<file path="src/rtl/dvs_ravens_pkt_sched.sv">
// Spike/host packet scheduler for the RAVENS sink with periodic RUN insertion at timestep boundaries.
// Optional drop counter output enabled by defining DVS_SCHED_DROP_CNT_EN.
module dvs_ravens_pkt_sched #(
   parameter int PKT_BITS    = 32,
   parameter int FIFO_DEPTH  = 16,
   parameter int TICK_CYCLES = 1200
) (
   input  logic                clk,
   input  logic                rst_n,
   input  logic                run_en,
   input  logic [PKT_BITS-1:0] evt_pkt,
   input  logic                evt_valid,
   input  logic [PKT_BITS-1:0] host_pkt,
   input  logic                host_valid,
   output logic                host_ready,
   output logic [PKT_BITS-1:0] out_pkt,
   output logic                out_valid,
   input  logic                out_ready,
   output logic                fifo_full,
   output logic                tick_overrun
`ifdef DVS_SCHED_DROP_CNT_EN
   ,
   output logic [15:0]         drop_cnt
`endif
);

   localparam int AW = $clog2(FIFO_DEPTH);
   localparam int CW = AW + 1;
   localparam int TW = (TICK_CYCLES > 1) ? $clog2(TICK_CYCLES) : 1;
   localparam logic [CW-1:0] DEPTH_C     = CW'(FIFO_DEPTH);
   localparam logic [TW-1:0] TICK_LAST_C = TW'(TICK_CYCLES - 1);
   localparam logic [PKT_BITS-1:0] RAVENS_RUN = {3'b001, {(PKT_BITS-4){1'b0}}, 1'b1};

   typedef enum logic [1:0] {
      ST_IDLE      = 2'd0,
      ST_HOLD_HOST = 2'd1,
      ST_HOLD_EVT  = 2'd2,
      ST_HOLD_RUN  = 2'd3
   } state_t;

   state_t              state_r;
   state_t              state_s;
   logic [PKT_BITS-1:0] out_pkt_r;
   logic                out_valid_r;
   logic [PKT_BITS-1:0] load_pkt_s;
   logic                load_valid_s;

   logic [PKT_BITS-1:0] mem_r [FIFO_DEPTH];
   logic [AW-1:0]       wr_ptr_r;
   logic [AW-1:0]       rd_ptr_r;
   logic [CW-1:0]       count_r;
   logic [CW-1:0]       count_next_s;
   logic                fifo_full_r;
   logic                full_s;
   logic                fifo_empty_s;
   logic [PKT_BITS-1:0] fifo_head_s;

   logic [TW-1:0]       tick_cnt_r;
   logic                tick_pending_r;
   logic [CW-1:0]       pre_tick_cnt_r;
   logic                tick_overrun_r;
   logic                tick_wrap_s;

   logic                slot_free_s;
   logic                push_s;
   logic                pop_s;
   logic                pop_pre_s;
   logic                load_run_s;

   assign slot_free_s  = ~out_valid_r | out_ready;
   assign host_ready   = slot_free_s;
   assign full_s       = (count_r == DEPTH_C);
   assign fifo_empty_s = (count_r == {CW{1'b0}});
   assign fifo_head_s  = mem_r[rd_ptr_r];
   assign push_s       = evt_valid & (~full_s | pop_s);
   assign count_next_s = count_r + CW'(push_s) - CW'(pop_s);
   assign tick_wrap_s  = run_en & (tick_cnt_r == TICK_LAST_C);

   assign out_pkt      = out_pkt_r;
   assign out_valid    = out_valid_r;
   assign fifo_full    = fifo_full_r;
   assign tick_overrun = tick_overrun_r;

   // Candidate selection: host, pre-tick spike, RUN, post-tick spike, in that order.
   always_comb begin
      state_s      = state_r;
      load_pkt_s   = out_pkt_r;
      load_valid_s = out_valid_r;
      pop_s        = 1'b0;
      pop_pre_s    = 1'b0;
      load_run_s   = 1'b0;
      if (slot_free_s) begin
         if (host_valid) begin
            state_s      = ST_HOLD_HOST;
            load_pkt_s   = host_pkt;
            load_valid_s = 1'b1;
         end else if ((pre_tick_cnt_r != {CW{1'b0}}) && !fifo_empty_s) begin
            state_s      = ST_HOLD_EVT;
            load_pkt_s   = fifo_head_s;
            load_valid_s = 1'b1;
            pop_s        = 1'b1;
            pop_pre_s    = 1'b1;
         end else if (tick_pending_r) begin
            state_s      = ST_HOLD_RUN;
            load_pkt_s   = RAVENS_RUN;
            load_valid_s = 1'b1;
            load_run_s   = 1'b1;
         end else if (!fifo_empty_s) begin
            state_s      = ST_HOLD_EVT;
            load_pkt_s   = fifo_head_s;
            load_valid_s = 1'b1;
            pop_s        = 1'b1;
         end else begin
            state_s      = ST_IDLE;
            load_valid_s = 1'b0;
         end
      end else begin
         state_s = state_r;
      end
   end

   // Output register and FSM state.
   always_ff @(posedge clk) begin
      if (!rst_n) begin
         state_r     <= ST_IDLE;
         out_pkt_r   <= {PKT_BITS{1'b0}};
         out_valid_r <= 1'b0;
      end else begin
         state_r     <= state_s;
         out_pkt_r   <= load_pkt_s;
         out_valid_r <= load_valid_s;
      end
   end

   // Spike storage; contents are don't-care once the pointers are reset.
   always_ff @(posedge clk) begin
      if (push_s) begin
         mem_r[wr_ptr_r] <= evt_pkt;
      end
   end

   // FIFO pointers and occupancy.
   always_ff @(posedge clk) begin
      if (!rst_n) begin
         wr_ptr_r    <= {AW{1'b0}};
         rd_ptr_r    <= {AW{1'b0}};
         count_r     <= {CW{1'b0}};
         fifo_full_r <= 1'b0;
      end else begin
         if (push_s) begin
            wr_ptr_r <= wr_ptr_r + AW'(1);
         end
         if (pop_s) begin
            rd_ptr_r <= rd_ptr_r + AW'(1);
         end
         count_r     <= count_next_s;
         fifo_full_r <= (count_next_s == DEPTH_C);
      end
   end

   // Timestep counter; spikes queued at a boundary must leave before the RUN.
   always_ff @(posedge clk) begin
      if (!rst_n) begin
         tick_cnt_r     <= {TW{1'b0}};
         tick_pending_r <= 1'b0;
         pre_tick_cnt_r <= {CW{1'b0}};
         tick_overrun_r <= 1'b0;
      end else begin
         if (!run_en || tick_wrap_s) begin
            tick_cnt_r <= {TW{1'b0}};
         end else begin
            tick_cnt_r <= tick_cnt_r + TW'(1);
         end
         if (tick_wrap_s) begin
            tick_pending_r <= 1'b1;
            pre_tick_cnt_r <= count_next_s;
            if (tick_pending_r) begin
               tick_overrun_r <= 1'b1;
            end
         end else begin
            if (load_run_s) begin
               tick_pending_r <= 1'b0;
            end
            if (pop_pre_s) begin
               pre_tick_cnt_r <= pre_tick_cnt_r - CW'(1);
            end
         end
      end
   end

`ifdef DVS_SCHED_DROP_CNT_EN
   logic        drop_s;
   logic [15:0] drop_cnt_r;

   assign drop_s   = evt_valid & ~push_s;
   assign drop_cnt = drop_cnt_r;

   // Saturating count of spikes lost to a full FIFO.
   always_ff @(posedge clk) begin
      if (!rst_n) begin
         drop_cnt_r <= 16'h0000;
      end else if (drop_s && (drop_cnt_r != 16'hFFFF)) begin
         drop_cnt_r <= drop_cnt_r + 16'h0001;
      end
   end
`endif

endmodule
</file>
<file path="config.mk">
export PLATFORM = sky130hd
export DESIGN_NAME = dvs_ravens_pkt_sched
export DESIGN_NICKNAME = d
export VERILOG_FILES = /design/src/rtl/dvs_ravens_pkt_sched.sv
export SDC_FILE = /design/constraint.sdc
export NUM_CORES = 1
export LEC_CHECK = 0
export CORE_MARGIN = 4
export CORE_UTILIZATION = 34
export DETAILED_ROUTE_END_ITERATION = 12
export GPL_TIMING_DRIVEN = 0
export SLEW_MARGIN = 20
export SYNTH_ARGS = -nofsm -noshare
export SYNTH_HDL_FRONTEND = slang
export SYNTH_SLANG_ARGS = --single-unit
</file>
<file path="constraint.sdc">
create_clock -name clk -period 7.3 [get_ports clk]
set_input_delay 1.46 -clock clk [delete_from_list [all_inputs] [get_ports clk]]
set_output_delay 1.46 -clock clk [all_outputs]
set_load 0.02 [all_outputs]
</file>
==> run_results.csv <==
group,metric,value,unit
outcome,status,"finished clean",
yosys,ys_seq_area_share,74.4,%
global_routing,met2_usage,25.0,%
yosys,yosys_warnings,0,
timing,tightest_slew,1.10,ns
timing,fin_crit_sh,60.1,%
power_and_ir_drop,ir_worst_vdd,0.170,mV
timing,finalHoldViolCount,0,
finish,fillCellCount,5724,
route,first_pass_iters,6,
yosys,ys_types,51,
power_and_ir_drop,p_per_area,293,nW/µm²
route,detail-route-antenna-nets,0,
setup_path,critPathMostFrequentCell,"clkdlybuf4s50_1",
setup_path,critPathMaxStageDelay,0.57,ns
floorplanning,start_util,34.3,%
global_routing,grt_pass1_wl,81.0,mm
finish,final_nets,1432,
finish,seqCellArea,16800,µm²
setup_path,cpMaxStageDelayCell,"clkdlybuf4s50_1",
cts,cts_resized,0,
finish,multi_input_area,5530,µm²
global_routing,top_usage_layer,"met2",
cts,htreeDepth,2,
cts,path_clk_slew,0.06,ns
cts,postCtsSetupBuffers,0,
timing,finalSetupViolations,0,
setup_path,arrival,2.92,ns
setup_path,crit_fanout,5,
route,route.detailed.drc,0,
cts,cts_tree,"built",
cts,cts_root_buf,"clkbuf_16",
setup_path,crit_buf_inv,3,
global_routing,met3_usage,4.06,%
timing,fin_skew,0.0344,ns
yosys,ys_ff_latch,581,
cts,numCtsBuffers,59,
global_routing,gr-total-overflow,0,
setup_path,r2r_setup_slack,3.82,ns
hold_path,hold_class,"register to register",
route,vias,11700,
yosys,postSynthAreaPerCell,19.7,µm²
timing,drv_slew,0,
global_routing,grt_max_degree,20,
yosys,synth_enable_flop_cells,512,
finish,drive_above_1_share,25.9,%
floorplanning,fp-row-count,94,
timing,post-route-min-period,4.38,ns
route,drt_iter0_drc,1048,
timing,rsz0062_at_grt,"no",
placed_design,place_area,25500,µm²
setup_path,cp-end-kind,"output pin",
placed_design,port-buffer-count,104,
cts,clk_path_buf_depth,3,
setup_path,startpoint_type,"input port",
floorplanning,die_h,265,µm
yosys,syn_area,22500,µm²
setup_path,cp_cell_sequence,"clkdlybuf4s50_1 > nor2b_1 > inv_1 > clkdlybuf4s50_1",
finish,fin_area,27400,µm²
route,wirelength,54.9,mm
yosys,syn_nets,1227,
flow_run,drv_cap,0,
floorplanning,die_area,70500,µm²
placed_design,dp.cells,2151,
yosys,async_flop_share,0,%
setup_path,path_class,"input port to output pin",
setup_path,path_delay_family,"buffers and inverters",
cts,cts_hold_buf,0,
floorplanning,die_x,265,µm
timing,relSlewSlack,26.1,%
floorplanning,num_io_pins,106,
global_routing,antenna_found_initial,2,
global_routing,grt_usage,15.5,%
finish,final_cell_mix,"edfxtp_1 (512), mux4_2 (128), clkdlybuf4s50_1 (104), dfxtp_1 (69), mux2_2 (60)",
yosys,synth_flop_cell,"edfxtp_1",
finish,fin_cells,2262,
setup_path,critPathRequiredTime,5.84,ns
placed_design,gp_congestion,0.733,
power_and_ir_drop,p_leak,8.57,nW
global_routing,grt_pass1_vias,12200,
global_routing,grtUsageMet1,21.2,%
timing,fmax,228,MHz
route,post_drt_wl_per_cell,24.3,µm
cts,cts.sinks,581,
yosys,synth_cells,1143,
finish,fin_util,41.7,%
floorplanning,core-area,65700,µm²
finish,area_delta_synth_final,21.6,%
cts,clock_latency,0.63,ns
route,vias_per_cell,5.16,
finish,layout_commonest_cell,"edfxtp_1",
placed_design,hpwl,37.5,mm
area by class of cell:
cell class	instances	area share, %
clock buffers	67	5.50
multi-input cells	487	20.2
repair buffers	144	6.43
plain buffers	63	1.14
clock inverters	42	1.41
inverters	12	0.164
well taps	864	3.95
diodes	2	0.0183
flip-flops and latches	581	61.2
Yosys cell counts, drive strengths merged, types with 2 or more instances:
| master | instances | area (µm²) |
|---|---|---|
| edfxtp | 512 | 15400 |
| nand4 | 5 | 31.3 |
| and3 | 3 | 18.8 |
| or2 | 4 | 25.0 |
| buf | 29 | 185 |
| xnor2 | 11 | 96.3 |
| nand2 | 50 | 188 |
| o21ai | 33 | 165 |
| inv | 12 | 45.0 |
| nor4 | 2 | 18.8 |
| mux4 | 128 | 2880 |
| and2 | 11 | 68.8 |
| nand3 | 15 | 75.1 |
| nand2b | 4 | 25.0 |
| a22oi | 2 | 15.0 |
| xor2 | 9 | 78.8 |
| mux2 | 61 | 687 |
| nor3 | 8 | 45.0 |
| nor2 | 32 | 120 |
| ha | 13 | 163 |
| o21a | 2 | 15.0 |
| a21oi | 35 | 175 |
| mux2i | 3 | 30.0 |
| clkbuf | 34 | 128 |
| nor4b | 2 | 23.8 |
| o221ai | 2 | 17.5 |
| o211ai | 3 | 27.5 |
| a21boi | 6 | 45.1 |
| dfxtp | 69 | 1380 |
| a221oi | 30 | 263 |
| nor2b | 5 | 31.3 |
worst register-to-register path: stages, from the launching register on:
cell      delay [ns]
dfxtp_1         0.33
inv_1           0.08
ha_1            0.14
nor4b_2         0.45
a211oi_2        0.23
nand2_1         0.20
or2_2           0.17
nand2_1         0.06
ha_1            0.21
fa_1            0.44
a21oi_1         0.15
nor2_1          0.07
or3_1           0.33
and3_1          0.21
mux2_1          0.28
cell families after synthesis:
logic type,share of synthesized area [%]
AO/OA/AOI/OAI,3.34
buffers and inverters,1.59
adder cells (fa/ha/maj),0.811
multiplexers,16.0
flip-flops,74.4
XOR/XNOR,0.777
AND/OR/NAND/NOR,3.14
state kept, by name (all words and copies together) (netlist names), named ones only:
name and cells:
count_r 5, fifo_full 1, mem_r 512, out_pkt 32
out_valid 1, pre_tick_cnt_r 5, rd_ptr_r 4, tick_cnt_r 11
tick_overrun 1, tick_pending_r 1, wr_ptr_r 4
where the power goes:
| part | internal [W] | switching, W |
|---|---|---|
| sequential | 0.00378 | 0.0000783 |
| combinational | 0.000534 | 0.000694 |
| clock | 0.00167 | 0.00127 |
| total | 0.00598 | 0.00204 |
layer usage:
metal / up-vias / wire, µm / share of wire [%]
li1: 5059 / - / -
met1: 6115 / 23100 / 42
met2: 397 / 26200 / 48
met3: 93 / 4230 / 7.7
met4: 4 / 1330 / 2.4
met5: - / 23 / 0.042
metrics by stage:
step	power, W	TNS, ns	hold WS [ns]	setup slack [ns]
final	0.00803	0	0.452	2.92
after global routing	0.00834	0	0.480	2.81
after CTS	0.00810	0	0.447	2.89
after detailed placement	0.00517	0	0.438	2.62
after global placement	0.00513	-119.81	0.429	-1.27
after floorplan	0.00464	0	0.418	2.23
worst paths after layout:
kind / start / endpoint / depth (start not counted)
worst max-delay path: out_ready / host_ready / 4
worst min-delay path: tick_cnt_r[0] / tick_cnt_r[0] / 1
worst max register to register: pre_tick_cnt_r[0] / pre_tick_cnt_r[4] / 14
worst min register to register: tick_cnt_r[0] / tick_cnt_r[0] / 1
Note: power is estimated with default switching activity, not from simulation.
==> patch, RTL diff (same flow settings) <==
`TICK_CYCLES`: 1200 -> 300.
--- a/src/rtl/dvs_ravens_pkt_sched.sv
+++ b/src/rtl/dvs_ravens_pkt_sched.sv
@@ -5,3 +5,3 @@
    parameter int FIFO_DEPTH  = 16,
-   parameter int TICK_CYCLES = 1200
+   parameter int TICK_CYCLES = 300
 ) (
Formal check against the unedited RTL: no difference found for any inputs over 4 cycles, from zero or initial values and one cycle with rst_n low; that may be too few to reach the edited logic, so the function may still have changed.
==> patch against the original RTL <==
  * Worst setup slack worse by 97 ps
  * Synthesized cell count down 1.2%
  * Design area shrank 0.76%
  * Area after synthesis shrank 0.54%
  * Routed wire length shrank 0.51%
  * Non-clock buffer count fell by 4
  * Total power rose by 0.17%
  * Sequential share of layout area up 0.32 points
  * Sequential cell count decreased by 2
  * Global-route usage about the same
  * Critical endpoint unchanged
  * Largest cell class unchanged
  * Largest power group unchanged
  * Highest routed layer is now met4
==> patch: results <==
group,metric,value,unit
status,status,"completed",
place,place_area,25200,µm²
route,drtIter0Drc,1157,
power,p_leak,0.00852,µW
finish,fin_nets,1416,
power,seqPwrFrac,47.8,%
power,powerClk,2990,µW
power,p_int,6010,µW
worst_setup_path,crit_path_end,"host_ready",
route,dr_wl_met2,25.5,mm
global_routing,met1_usage,22.2,%
synth,yosysSeqAreaShare,74.6,%
place,gpl.final_weighted_congestion,0.753,
sta,worst-slew-pin-transition,1050,ps
sta,fin_skew,17.3,ps
synth,synthTopCellsByArea,"edfxtp_1 69%, mux4_2 13%, dfxtp_1 6.0%, mux2_2 3.1%, a221oi_1 1.2%",
global_routing,track_usage,15.5,%
route,top_layer,"met4",
route,routed-via-count,11568,
global_routing,grt_pass1_wl,81.1,mm
route,wl_met1,24.4,mm
synth,postSynthCellCount,1129,
sta,hold_slack,456,ps
finish,final_cell_area,27200,µm²
finish,finalNonFillerCells,2239,
place,dp_cells,2126,
place,hpwlAfterDp,36.5,mm
worst_hold_path,holdPathEnd,"out_pkt[29]",
finish,fillCellCount,5658,
sta,max_freq,223,MHz
synth,yosys-top-cells-count,"512 x edfxtp_1, 128 x mux4_2, 67 x dfxtp_1, 61 x mux2_2, 53 x nand2_1",
place,place_ws,2620,ps
worst_setup_path,reg2regPathDepth,10,
worst_hold_path,min_from,"out_pkt[29]",
power,vdd_drop_max,0.000178,V
route,drt-wirelength-per-cell,24.4,µm
synth,syn-num-nets,1213,
worst_setup_path,cp.arrival,3020,ps
synth,yosysUniqueCellTypes,49,
route,dr.pass1.iters,5,
global_routing,gr-usage-met2,24.4,%
global_routing,grtUsageMet3,3.02,%
worst_setup_path,reg2reg_slack,3800,ps
power,p_total,8040,µW
-- patch: cell count changes after synthesis, moves of 4 or more --
cell | unedited run | this run
and2_1 | 11 | 5
nor2_1 | 32 | 38
a21boi_1 | 5 | 0
buf_1 | 7 | 3
a21oi_1 | 35 | 39
nand4_1 | 5 | 1
-- patch: cell type report --
| cell class | count | area share (%) |
|---|---|---|
| diodes | 2 | 0.0184 |
| plain buffers | 61 | 1.15 |
| clock buffers | 77 | 6.01 |
| clock inverters | 34 | 1.19 |
| inverters | 11 | 0.152 |
| multi-input cells | 478 | 20.1 |
| flip-flops and latches | 579 | 61.5 |
| well taps | 855 | 3.94 |
| repair buffers | 142 | 5.99 |
-- patch: cells by family after synthesis --
group | Yosys count | synth area share (%)
mux | 192 | 16.1
fa+ha+maj | 14 | 0.815
buf+inv | 72 | 1.57
simple gates | 139 | 2.93
flops | 579 | 74.6
xor+xnor | 19 | 0.743
compound gates | 114 | 3.28
